File: src/rtl/sound_cue_arbiter.sv
// Arbitrates N_REQ cue requesters onto the shared sound-board trigger lines with hold/gap/reset timing.
// Optional SND_ARB_RR_EN selects round-robin winner selection; the default is fixed priority (lowest index wins).
//
// state | meaning
// IDLE  | trigger lines idle, requests and stop sampled
// HOLD  | granted cue driven on snd_sel
// GAP   | quiet interval, snd_sel idle, requests ignored
// RST   | snd_rst asserted to the sound board
module sound_cue_arbiter #(
  parameter int N_REQ    = 4,
  parameter int CNT_W    = 16,
  parameter int HOLD_CYC = 15000,
  parameter int GAP_CYC  = 5000,
  parameter int RST_CYC  = 1000
) (
  input  logic               PCLK,
  input  logic               PRESET,
  input  logic [N_REQ-1:0]   req_valid,
  input  logic [6*N_REQ-1:0] req_cue,
  output logic [N_REQ-1:0]   req_ack,
  input  logic               stop_req,
  output logic [5:0]         snd_sel,
  output logic               snd_rst,
  output logic               busy,
  output logic [2:0]         cur_req
);

  localparam int IW = (N_REQ > 1) ? $clog2(N_REQ) : 1;
  localparam logic [5:0]       CUE_IDLE = 6'h3F;
  localparam logic [CNT_W-1:0] HOLD_LD  = CNT_W'(HOLD_CYC - 1);
  localparam logic [CNT_W-1:0] GAP_LD   = CNT_W'(GAP_CYC - 1);
  localparam logic [CNT_W-1:0] RST_LD   = CNT_W'(RST_CYC - 1);

  typedef enum logic [1:0] {ST_IDLE, ST_HOLD, ST_GAP, ST_RST} state_t;

  state_t           state, state_nx;
  logic [CNT_W-1:0] cnt, cnt_nx;
  logic [5:0]       sel_nx;
  logic             rst_nx;
  logic [N_REQ-1:0] ack_nx;
  logic [2:0]       cur_nx;
  logic             any_req;
  logic [IW-1:0]    win_idx;
  logic [5:0]       win_cue;
  logic [5:0]       cue_arr [N_REQ];

`ifdef SND_ARB_RR_EN
  logic [IW-1:0]    rr_ptr, rr_nx;
`endif

  always_comb begin
    for (int i = 0; i < N_REQ; i++) cue_arr[i] = req_cue[6*i +: 6];
  end

  always_comb begin
    any_req = 1'b0;
    win_idx = '0;
`ifdef SND_ARB_RR_EN
    // search upward from the pointer; first hit wins
    for (int k = 0; k < N_REQ; k++) begin
      if (!any_req && req_valid[IW'((int'(rr_ptr) + k) % N_REQ)]) begin
        any_req = 1'b1;
        win_idx = IW'((int'(rr_ptr) + k) % N_REQ);
      end
    end
`else
    for (int i = N_REQ - 1; i >= 0; i--) begin
      if (req_valid[i]) begin
        any_req = 1'b1;
        win_idx = IW'(i);
      end
    end
`endif
    win_cue = cue_arr[win_idx];
  end

  always_comb begin
    state_nx = state;
    cnt_nx   = cnt;
    sel_nx   = snd_sel;
    rst_nx   = snd_rst;
    ack_nx   = '0;
    cur_nx   = cur_req;
`ifdef SND_ARB_RR_EN
    rr_nx    = rr_ptr;
`endif
    unique case (state)
      ST_IDLE: begin
        if (stop_req) begin
          state_nx = ST_RST;
          cnt_nx   = RST_LD;
          rst_nx   = 1'b1;
        end else if (any_req) begin
          ack_nx = N_REQ'(1) << win_idx;
          cur_nx = 3'(win_idx);
`ifdef SND_ARB_RR_EN
          rr_nx  = IW'((int'(win_idx) + 1) % N_REQ);
`endif
          // an all-ones cue is a null cue: grant consumed, board untouched
          if (win_cue != CUE_IDLE) begin
            sel_nx   = win_cue;
            cnt_nx   = HOLD_LD;
            state_nx = ST_HOLD;
          end
        end
      end
      ST_HOLD, ST_GAP: begin
        if (stop_req) begin
          state_nx = ST_RST;
          cnt_nx   = RST_LD;
          rst_nx   = 1'b1;
          sel_nx   = CUE_IDLE;
        end else if (cnt == '0) begin
          sel_nx = CUE_IDLE;
          if (state == ST_HOLD) begin
            cnt_nx   = GAP_LD;
            state_nx = ST_GAP;
          end else begin
            state_nx = ST_IDLE;
          end
        end else begin
          cnt_nx = cnt - CNT_W'(1);
        end
      end
      ST_RST: begin
        if (cnt == '0) begin
          rst_nx   = 1'b0;
          cnt_nx   = GAP_LD;
          state_nx = ST_GAP;
        end else begin
          cnt_nx = cnt - CNT_W'(1);
        end
      end
      default: state_nx = ST_IDLE;
    endcase
  end

  always_ff @(posedge PCLK) begin
    if (PRESET) begin
      state   <= ST_IDLE;
      cnt     <= '0;
      snd_sel <= CUE_IDLE;
      snd_rst <= 1'b0;
      req_ack <= '0;
      cur_req <= '0;
`ifdef SND_ARB_RR_EN
      rr_ptr  <= '0;
`endif
    end else begin
      state   <= state_nx;
      cnt     <= cnt_nx;
      snd_sel <= sel_nx;
      snd_rst <= rst_nx;
      req_ack <= ack_nx;
      cur_req <= cur_nx;
`ifdef SND_ARB_RR_EN
      rr_ptr  <= rr_nx;
`endif
    end
  end

  assign busy = (state != ST_IDLE);

endmodule

File: config.mk
export PLATFORM = sky130hd
export DESIGN_NAME = sound_cue_arbiter
export DESIGN_NICKNAME = d
export VERILOG_FILES = /design/src/rtl/sound_cue_arbiter.sv
export SDC_FILE = /design/constraint.sdc
export NUM_CORES = 1
export LEC_CHECK = 0
export ABC_AREA = 1
export CELL_PAD_IN_SITES_DETAIL_PLACEMENT = 1
export CELL_PAD_IN_SITES_GLOBAL_PLACEMENT = 1
export CORE_MARGIN = 5
export CORE_UTILIZATION = 39
export CTS_CLUSTER_DIAMETER = 200
export DETAILED_ROUTE_END_ITERATION = 6
export GPL_TIMING_DRIVEN = 0
export HOLD_SLACK_MARGIN = 0.12
export PLACE_DENSITY = 0.93
export RECOVER_POWER = 50
export SETUP_SLACK_MARGIN = 0.1
export SYNTH_ARGS = -nofsm -noshare
export SYNTH_HDL_FRONTEND = slang
export SYNTH_SLANG_ARGS = --single-unit
export TNS_END_PERCENT = 20
File: constraint.sdc
create_clock -name PCLK -period 2.6 [get_ports PCLK]
set_input_delay 0.52 -clock PCLK [delete_from_list [all_inputs] [get_ports PCLK]]
set_output_delay 0.52 -clock PCLK [all_outputs]
set_load 0.02 [all_outputs]
After elaboration in Yosys (flattened, before gate mapping). Cells that the tools add are included.

Muxes and demuxes: 36. Eq/ne operators: 13. Bitwise gates (word level): 4. Shifts and indexed selects: 1. Reduce and logical (&&, ||, !) cells: 12. Order comparisons: 1. $add $sub $neg: 1.

Operators by type and width (number): two-way mux 16 bit (7); case mux 16 bit (3 select lines) (1); two-way mux 6 bit (7); two-way mux 2 bit (11); logical NOT 16 bit (1); subtractor 16 x 1 -> 16 bit (second input constant) (1); binary-select mux 6 bit (select 2 bit) (1); case mux 6 bit (2 select lines) (1); inequality test 3 bit (second input constant) (3); inequality test 2 bit (second input constant) (4); two-way mux 1 bit (6); inequality test 6 bit (second input constant) (1); case mux 2 bit (3 select lines) (1); AND reduction 3 bit (2); AND reduction 5 bit (1); == test 2 bit (second input constant) (2); inequality test 4 bit (second input constant) (1); AND reduction 4 bit (1); nonzero test 2 bit (2); OR reduction 4 bit (1); left shift 1 x 2 -> 4 bit (first input constant) (1); greater-or-equal comparator 3 bit (second input constant) (1); NOT 1 bit (3); NOT 2 -> 3 bit (1); 7 further kinds (7).

Output and inout port bits: 15. Word-level logic and storage cells: 74. Input bits: 31. Bits in registers: 31.

Depth between registers and ports, before layout.
Depth in word-level cells: 13. Mapped depth: 16. Depth with buffers taken out: 15.

Worst setup path after synthesis. Ideal clock, no wire load.

Path kind: reg2reg. From: reg state[0]. To: reg snd_sel[0]. Library setup time: 0.123 ns. Cell stages (with the launch flop): 13. Slack: 0.785 ns. Period minus slack after synthesis: 1.815 ns. Arrival: 1.692 ns. Required time: 2.477 ns. Buffers on the path: 1. Cells stage by stage: dfxtp_1 inv_1 ha_1 buf_4 inv_1 nor2_2 inv_1 nor2_2 nand2_1 o21ai_2 nand2_2 nand2_1 nand3_1.

Word-level cells in the longest chain between the ends: 4. Elaborated cells between the ends (all ways): 11. Those cells by class: eq/ne: 6; mux: 1; reduce/logical: 4.

Ends and longest elaborated chain: start, declared (line 36) `state_t state, state_nx;`; start signal, assigned (line 150) `state <= state_nx;`; == test 2 x 1 -> 1 bit or == test 2 bit (tied branches) (line 87) `unique case (state)`; OR reduction 2 bit (line 87); inequality test 3 bit (no source line) or nonzero test 2 bit (tied branches); AND reduction 5 bit (no source line); end signal, assigned (line 152) `snd_sel <= sel_nx;`; end, declared (line 22) `output logic [5:0] snd_sel,`.

Parallel ways exist; a longest one is shown, timed or not. A chain may end at the register's enable or synchronous reset.

Final worst setup path.
From: in stop_req. To: reg snd_sel[3].

Word-level cells in the longest chain between the ends: 2. Elaborated cells between the ends (all ways): 5. Those cells by class: eq/ne: 2; mux: 2; reduce/logical: 1.

Ends and longest elaborated chain: start, declared (line 21) `input logic stop_req,`; inequality test 3 bit (no source line) (tied with other cells); AND reduction 5 bit (no source line) or case mux 6 bit (2 select lines) (tied branches).

Parallel ways exist; a longest one is shown, timed or not.

==> flow_summary.yaml <==
critical_path:
  ff2ff_path_depth: 12
  cp.required_ns: 2.78
  crit_cells: 9
  path_cells: "clkdlybuf4s50_1, nor2_1, inv_1, nor2_1, nand2_1, o21ai_2, nand2_2, nand2_1, nand3_1"
  cpPeakStageDelay_ns: 0.54
  end_kind: "register"
  path_class: "input port to register"
  cp_max_fo: 7
  critical-path-top-delay-family: "simple AND/OR/NAND/NOR gates"
  critPathLaunchType: "input port"
  critPathBufInv: 2
  cp_slowest_cell: "clkdlybuf4s50_1"
  arrival_ns: 2.52
synth:
  ys_warn_count: 0
  synth_area_leaders: "dfxtp_1 27%, nand3_1 12%, nand2_1 9.7%"
  synth_ff_type: "dfxtp_1"
  synth.most_common_cell: "nand2_1"
  synth-edff-count: 0
  ys_ff_latch: 31
  synth_fp_nets: 374
  synth_area_sq_mm: 0.00228
  avgSynthCellArea_sq_um: 6.72
  synth_fa_ha_area_share_pct: 2.20
  synth_mux_area_share_pct: 0
  synth_xor_area_share_pct: 3.84
  syn_inst: 339
  synth-compound-area-share_pct: 9.06
  synth_top_area_share_pct: 27.2
  synth.distinct_cells: 35
  async_reset_ff_share_pct: 0
  synth_area_leader_cell: "dfxtp_1"
  synth_top_family_by_area: "simple AND/OR/NAND/NOR gates"
  synth-simple-area-share_pct: 47.7
  synth-seq-area-share_pct: 27.2
  netlist_top_cells_count: "59 x nand2_1, 54 x nand3_1, 49 x nor2_1"
global_routing:
  grt_pass1_vias: 2580
  grt_max_degree: 11
  antenna_found_initial: 0
  grt_usage_pct: 20.1
  grt-ovfl-total: 0
  grt_pass1_wl_um: 12100
die:
  ioPinCount: 46
  num_rows: 27
  start_util_pct: 40.7
  die_w_um: 86.5
  core_area_sq_mm: 0.00561
  die_area_sq_mm: 0.00747
  die_h_um: 86.5
cells_and_area:
  final_util_pct: 51.8
  fillCellCount: 775
  diodes: 0
  fin_nets: 425
  drive_above_1_share_pct: 15.3
  areaGrowthSynthToFinish_pct: 27.3
timing:
  rsz0062_at_grt: "no"
  setup_tns_ns: 0
  fmax_mhz: 426
  relSlewSlack_pct: 63.5
  hold_viol: 0
  worst_pin_slew_ns: 0.547
  finalCriticalPeriod_ns: 2.35
  setup_viol: 0
  skew_ns: 0.00722
  min_period_over_period_pct: 90.3
  report.final.slew_viol_count: 0
clock_tree:
  cts_buffer_depth: 2
  cts_hold_buf: 0
  h-tree-depth: 2
  clk_pin_slew_ns: 0.07
  clock_latency_ns: 0.29
  post-cts-setup-buffer-count: 0
  cts_num_sinks: 31
  cts_tree: "yes"
  cts_buffers: 5
  root_buffer: "clkbuf_8"
  postCtsResizedCells: 0
routing:
  detail-route-antenna-nets: 0
  drt_iter0_drc: 105
  drt-vias-per-instance: 5.33
  wl_per_cell_um: 15.1
  drtPass1Iterations: 4
  drc: 0
  num_vias: 2466
  routed_wl_um: 6980
pwr:
  p_per_area_mw_per_mm2: 1000
  switching_share_pct: 47.9
  seqPwrFrac_pct: 25.1
  p_comb_share_pct: 60.0
  intPower_uw: 1520
  p_leak_uw: 0.00136
  p_sw_uw: 1400
  pwr-share-clk_pct: 14.9
  ir_drop_uv: 656
job:
  maxCapViolations: 0
placed_design:
  gp_congestion: 0.902
  numPortBuffers: 44
  dp_hpwl_um: 5500
min_path:
  hold_path_depth: 2
  holdCritPathClass: "register to register"
run_status:
  status: "completed"
cell usage in the layout, fill, tap and decap left out, drive strengths merged, types with 2 or more instances in the layout:
cell type,synthesis,layout
ha,4,4
o211ai,3,3
buf,10,10
nand4,4,4
and3,2,2
clkdlybuf4s50,0,31
nor3,3,3
inv,31,31
dlygate4sd3,0,13
or2,2,2
clkbuf,1,9
a21oi,28,28
nor2,58,58
nand3,69,69
dfxtp,31,31
xnor2,3,3
o21ai,8,8
xor2,7,7
nand2,72,72
metal layers:
layer / routed length, um / global-route usage, % / vias up
met3: 288 / 2.95 / 7
met1: 3030 / 24.9 / 1198
met2: 3580 / 36.3 / 50
li1: - / - / 1211
met5: 0 / 0 / -
met4: 75 / 5.10 / 0
stage by stage:
| stage | std cells | area [sq um] | worst slack [ns] | hold WS [ns] | total power (uW) |
|---|---|---|---|---|---|
| 2_1_floorplan | 339 | 2280 | 0.785 | 0.472 | 2010 |
| 3_3_place_gp | 455 | 2810 | 0.140 | 0.447 | 2420 |
| 3_5_place_dp | 455 | 2810 | 0.0699 | 0.453 | 2490 |
| 4_1_cts | 463 | 2910 | 0.238 | 0.478 | 2940 |
| 5_1_grt | 463 | 2900 | 0.0924 | 0.499 | 3180 |
| 6_report | 463 | 2900 | 0.252 | 0.465 | 2910 |
state kept, by name, summed over array words and instances, names as in the netlist:
register,cells
state,2
snd_rst,1
snd_sel,6
cur_req,2
req_ack,4
cnt,16
power by group through the flow:
stage / registers [uW] / clock network (uW) / logic (uW)
3_5_place_dp: 741 / 0 / 1750
6_report: 730 / 435 / 1750
2_1_floorplan: 757 / 0 / 1260
5_1_grt: 753 / 466 / 1960
3_3_place_gp: 731 / 0 / 1680
4_1_cts: 732 / 439 / 1770
path summary, 6_finish.rpt:
path | end | from | slack [ns]
worst min-delay path | snd_sel[4] | snd_sel[4] | 0.46
worst max-delay path | snd_sel[3] | stop_req | 0.25
worst min register to register | snd_sel[4] | snd_sel[4] | 0.46
worst max register to register | snd_sel[3] | state[0] | 0.28
worst reg2reg max path, cell delays in order (launching register included):
cell and delay, ns:
dfxtp_1 0.34, inv_1 0.09, ha_1 0.14, buf_4 0.17, inv_1 0.08, nor2_1 0.24, inv_1 0.21, nor2_1 0.36
nand2_1 0.13, o21ai_2 0.15, nand2_2 0.15, nand2_1 0.10, nand3_1 0.07
cell families (layout without fill, tap and decap cells):
| family | after synthesis | after routing |
|---|---|---|
| xor+xnor | 10 | 10 |
| flops | 31 | 31 |
| simple gates | 211 | 211 |
| fa+ha+maj | 4 | 4 |
| compound gates | 39 | 39 |
| buf+inv | 43 | 95 |
| other cells | 1 | 1 |
area by class of cell:
| cell class | count | area [sq um] | area share [%] |
|---|---|---|---|
| Tap cell | 72 | 90.1 | 3.10 |
| Multi-Input combinational cell | 265 | 1430 | 49.2 |
| Clock buffer | 8 | 100 | 3.45 |
| Timing Repair Buffer | 44 | 440 | 15.2 |
| Inverter | 32 | 123 | 4.22 |
| Sequential cell | 31 | 621 | 21.4 |
| Buffer | 11 | 101 | 3.49 |
No activity file was read; power rests on OpenSTA's default activity.
